--- config.mk ---
export PLATFORM = sky130hd
export DESIGN_NAME = if_fetch_stage
export DESIGN_NICKNAME = d
export VERILOG_FILES = /design/src/rtl/if_fetch_stage.sv
export SDC_FILE = /design/constraint.sdc
export NUM_CORES = 1
export LEC_CHECK = 0
export BUFFER_PORTS_ARGS = -buffer_cell sky130_fd_sc_hd__buf_2
export CAP_MARGIN = 5
export CORE_UTILIZATION = 50
export CTS_CLUSTER_SIZE = 28
export DETAILED_ROUTE_END_ITERATION = 7
export PLACE_DENSITY_LB_ADDON = 0.05
export SLEW_MARGIN = 20
export SYNTH_ARGS = -nofsm -noshare
export SYNTH_HDL_FRONTEND = slang
export SYNTH_SLANG_ARGS = --single-unit
--- constraint.sdc ---
create_clock -name clk_i -period 3.4 [get_ports clk_i]
set_input_delay 0 -clock clk_i [delete_from_list [all_inputs] [get_ports clk_i]]
set_output_delay 0 -clock clk_i [all_outputs]
set_load 0.01 [all_outputs]
--- src/rtl/if_fetch_stage.sv ---
// Instruction fetch stage: drives the instruction memory request, owns the
// IF/ID pipeline register and absorbs ID back-pressure with a one-entry skid buffer.
module if_fetch_stage #(
    parameter logic [31:0] RESET_PC = 32'h0000_0000
) (
    input  logic        clk_i,
    input  logic        rst_i,
    input  logic        stall_i,
    input  logic        flush_i,
    input  logic [31:0] redirect_pc_i,
    output logic        imem_req_o,
    output logic [31:0] imem_addr_o,
    input  logic        imem_ack_i,
    input  logic [31:0] imem_rdata_i,
    output logic [31:0] pc_o,
    output logic [31:0] instruction_o,
    output logic        valid_o,
    output logic        busy_o
);

    typedef enum logic [1:0] {RUN, HOLD, DISCARD} state_e;

    state_e      state_q, state_d;
    logic [31:0] fetch_pc_q, fetch_pc_d;
    logic [31:0] disc_pc_q, disc_pc_d;
    logic [31:0] skid_pc_q, skid_pc_d;
    logic [31:0] skid_word_q, skid_word_d;
    logic [31:0] pc_q, pc_d;
    logic [31:0] instr_q, instr_d;
    logic        valid_q, valid_d;

    logic [31:0] pc_inc;
    logic [31:0] redir_pc;

    assign pc_inc   = fetch_pc_q + 32'd4;
    assign redir_pc = {redirect_pc_i[31:2], 2'b00};

    always_comb begin
        state_d     = state_q;
        fetch_pc_d  = fetch_pc_q;
        disc_pc_d   = disc_pc_q;
        skid_pc_d   = skid_pc_q;
        skid_word_d = skid_word_q;
        pc_d        = pc_q;
        instr_d     = instr_q;
        valid_d     = valid_q;

        if (flush_i) begin
            valid_d    = 1'b0;
            pc_d       = 32'h0;
            instr_d    = 32'h0;
            fetch_pc_d = redir_pc;
            unique case (state_q)
                RUN: begin
                    // The outstanding request must still complete; remember its address.
                    if (!imem_ack_i) begin
                        state_d   = DISCARD;
                        disc_pc_d = fetch_pc_q;
                    end
                end
                HOLD: begin
                    state_d     = RUN;
                    skid_pc_d   = 32'h0;
                    skid_word_d = 32'h0;
                end
                DISCARD: begin
                    if (imem_ack_i) state_d = RUN;
                end
                default: state_d = RUN;
            endcase
        end else begin
            unique case (state_q)
                RUN: begin
                    if (imem_ack_i) begin
                        fetch_pc_d = pc_inc;
                        if (stall_i) begin
                            skid_pc_d   = fetch_pc_q;
                            skid_word_d = imem_rdata_i;
                            state_d     = HOLD;
                        end else begin
                            pc_d    = fetch_pc_q;
                            instr_d = imem_rdata_i;
                            valid_d = 1'b1;
                        end
                    end else if (!stall_i) begin
                        valid_d = 1'b0;
                    end
                end
                HOLD: begin
                    if (!stall_i) begin
                        pc_d    = skid_pc_q;
                        instr_d = skid_word_q;
                        valid_d = 1'b1;
                        state_d = RUN;
                    end
                end
                DISCARD: begin
                    if (imem_ack_i) state_d = RUN;
                    if (!stall_i) valid_d = 1'b0;
                end
                default: state_d = RUN;
            endcase
        end
    end

    always_ff @(posedge clk_i) begin
        if (!rst_i) begin
            state_q     <= RUN;
            fetch_pc_q  <= RESET_PC;
            disc_pc_q   <= 32'h0;
            skid_pc_q   <= 32'h0;
            skid_word_q <= 32'h0;
            pc_q        <= 32'h0;
            instr_q     <= 32'h0;
            valid_q     <= 1'b0;
        end else begin
            state_q     <= state_d;
            fetch_pc_q  <= fetch_pc_d;
            disc_pc_q   <= disc_pc_d;
            skid_pc_q   <= skid_pc_d;
            skid_word_q <= skid_word_d;
            pc_q        <= pc_d;
            instr_q     <= instr_d;
            valid_q     <= valid_d;
        end
    end

    // Request drops immediately under reset so an in-flight fetch is abandoned.
    assign imem_req_o    = rst_i && (state_q != HOLD);
    assign imem_addr_o   = (state_q == DISCARD) ? disc_pc_q : fetch_pc_q;
    assign pc_o          = pc_q;
    assign instruction_o = instr_q;
    assign valid_o       = valid_q;
    assign busy_o        = (state_q != RUN);

endmodule

==> results.sh <==
export IMPL_grt_setup_unrepaired="no"
export IMPL_netlist_cell_type_count=57
export IMPL_core_area_um2=16060
export IMPL_drive_gt1_share_pct=23.82
export IMPL_syn_inst=877
export IMPL_antenna_diode_count=0
export IMPL_synth_xor_area_share_pct=1.163
export IMPL_outcome="finished, final reports clean"
export IMPL_crit_arrival_ps=3070
export IMPL_hold_path_class="primary input to register"
export IMPL_cts_tree="built"
export IMPL_ys_ff_latch=187
export IMPL_synthAdderAreaFrac_pct=0.7549
export IMPL_placedInstanceArea_um2=9111
export IMPL_final_common_cell="dfxtp_1"
export IMPL_dieArea_um2=17090
export IMPL_fmax_mhz=371.1
export IMPL_hpwl_mm=14.21
export IMPL_yosys_top_cells_area="dfxtp_1 (45%), mux2i_1 (7.6%), a211oi_1 (5.8%)"
export IMPL_critPathMaxFanout=43
export IMPL_holdPathStages=5
export IMPL_avgSynthCellArea_um2=9.449
export IMPL_cts_max_level=4
export IMPL_gp_congestion=0.7631
export IMPL_synth_edf_count=0
export IMPL_p_leak_nw=3.951
export IMPL_fillCellCount=1357
export IMPL_cp_start_kind="register"
export IMPL_wirelength_mm=21.21
export IMPL_track_usage_pct=25.35
export IMPL_end_kind="register"
export IMPL_max_cap_violations=0
export IMPL_drt_first_pass_iters=5
export IMPL_vias=7182
export IMPL_setup_tns_final_ps=0
export IMPL_via_per_inst=5.637
export IMPL_final_cell_mix="dfxtp_1 (187), buf_2 (161), nand2_1 (77)"
export IMPL_required_ps=3770
export IMPL_post_cts_buffers=0
export IMPL_reg2reg_depth=6
export IMPL_cts_sinks=187
export IMPL_syn2layout_area_growth_pct=24.54
export IMPL_timing_final_crit_period_ps=2695
export IMPL_antenna_found_initial=0
export IMPL_grt_pass1_vias=6553
export IMPL_syn_cell_area_um2=8287
export IMPL_synth_ff_type="dfxtp_1"
export IMPL_reg2reg_from="state_q[0]"
export IMPL_setup_violations=0
export IMPL_async_reset_ff_share_pct=0
export IMPL_io_pins=168
export IMPL_gr_total_overflow=0
export IMPL_finalHoldViolations=0
export IMPL_slew_viol_final=0
export IMPL_die_w_um=130.7
export IMPL_numCtsBuffers=17
export IMPL_timing_final_crit_share_pct=79.25
export IMPL_yosysWarnings=0
export IMPL_drtIter0Drc=421
export IMPL_initial_core_util_pct=51.61
export IMPL_route_detailed_wl_per_inst_um=16.65
export IMPL_netlist_area_leader_share_pct=45.18
export IMPL_ant_nets=0
export IMPL_reg2reg_to="skid_word_q[21]"
export IMPL_final_area_um2=10320
export IMPL_rows=46
export IMPL_cts_root_buf="clkbuf_16"
export IMPL_yosysTopAreaCell="dfxtp_1"
export IMPL_ff2ff_setup_slack_ps=710
export IMPL_synth_top_family_by_area="compound AO/OA/AOI/OAI gates"
export IMPL_fp_dieH_um=130.7
export IMPL_grt_pass1_wl_mm=33.60
export IMPL_grt_start_max_net_pins=73
export IMPL_synthSimpleGateAreaFrac_pct=14.78
export IMPL_worst_slew_pin_slew_ps=862.1
export IMPL_slew_headroom_pct=42.53
export IMPL_synth_compound_area_share_pct=20.79
export IMPL_ys_seq_area_share_pct=45.18
export IMPL_peakVddDrop_mv=0.3805
export IMPL_hp_start="imem_ack_i"
export IMPL_finClkSkew_ps=8.717
export IMPL_multiInputGateArea_um2=4096
export IMPL_clk_pin_slew_worst_paths_ps=70
export IMPL_crit_type="register to register"
export IMPL_holdPathEnd="fetch_pc_q[4]"
export IMPL_hold_slack_ps=140.8
export IMPL_muxShareOfSynthArea_pct=11.28
export IMPL_drcViolationCount=0
export IMPL_seq_area_um2=3744
export IMPL_fin_nets=1119
export IMPL_insertion_delay_ps=430
export IMPL_p_per_area_nw_per_um2=475.0
export IMPL_io_buffer_count=161
export IMPL_cts_buffer_depth=2
[critical path, cell delays in order (launching register included)]
cell	delay [ps]
dfxtp_1	410
inv_1	110
ha_1	340
and4b_1	490
a21oi_1	260
and2_2	750
a22o_1	250
[report_power, final]
part	leakage, nW	internal (W)	switching [W]
clock network	0.269	0.00103	0.000904
logic	2.16	0.000280	0.000323
registers	1.52	0.00227	0.0000994
[how the worst max path moves through the flow]
| stage | startpoint | to | slack (ps) | cells past startpoint |
|---|---|---|---|---|
| finish | state_q[0] | skid_word_q[21] | 710 | 6 |
| global route | state_q[0] | skid_word_q[21] | 490 | 6 |
| CTS | state_q[0] | skid_pc_q[30] | 700 | 6 |
| detailed placement | state_q[0] | skid_word_q[14] | 730 | 6 |
| global placement | state_q[1] | skid_word_q[26] | 840 | 6 |
| floorplan | state_q[0] | instruction_o[0] | 1370 | 8 |
[metrics by stage]
step           std cells  util [%]  worst slack, ps  total power [W]
6_report            1274     64.27            705.4         0.004902
5_1_grt             1274     64.27            491.8         0.005082
4_1_cts             1274     64.27            703.2         0.004929
3_5_place_dp        1178     56.74            729.7         0.002960
3_3_place_gp        1178     56.74            835.9         0.002943
2_1_floorplan        880         -             1372         0.002760
[synthesized netlist by cell type (9+ instances only)]
master    count
a21oi_1       9
nor2b_1      21
a22o_1       43
a31oi_1      14
nor2_1       68
a22oi_1      20
nand2_1      78
clkbuf_1     57
dfxtp_1     187
mux2_2       27
buf_4        10
or4_1        14
mux2i_1      63
inv_1        10
a211oi_1     64
nand4_1       9
o21ai_0      32
o31ai_1      10
a21boi_0     30
buf_2        15
[repair_timing]
action,4_1_cts,5_1_grt
hold buffers,64,0
endpoints found under the hold margin,105,0
gates resized for setup,0,0
[cell type report]
type	instances	share of cell area, %
Inverter	10	0.3637
Clock buffer	18	4.159
Tap cell	216	2.619
Multi-Input combinational cell	588	39.69
Timing Repair Buffer	241	15.54
Clock inverter	14	1.346
Sequential cell	187	36.28
[flip-flops by register name, summed over array words and instances, names as in the netlist, named ones only]
signal and cells:
fetch_pc_q 30, skid_pc_q 30, disc_pc_q 30, pc_o 30
instruction_o 32, skid_word_q 32, state_q 2
[kinds of logic (layout without fill, tap and decap cells)]
| kind of cell | count (synthesis) | in the layout |
|---|---|---|
| AOI/OAI and AO/OA | 236 | 236 |
| buffers and inverters | 105 | 283 |
| adders and majority gates | 5 | 5 |
| DFF | 187 | 187 |
| xor gates and xnor gates | 11 | 11 |
| other | 1 | 4 |
| and+or+nand+nor | 242 | 242 |
| muxes | 90 | 90 |
[per-layer routing]
layer  up-vias  GRT usage [%]  part of all wire (%)
met1      3391          35.79                    47
li1       3507              -                     -
met3        30          4.194                   6.4
met2       254          39.62                    45
met5         -              0                     0
met4         0          7.708                   1.3
No activity file was read; power rests on OpenSTA's default activity.
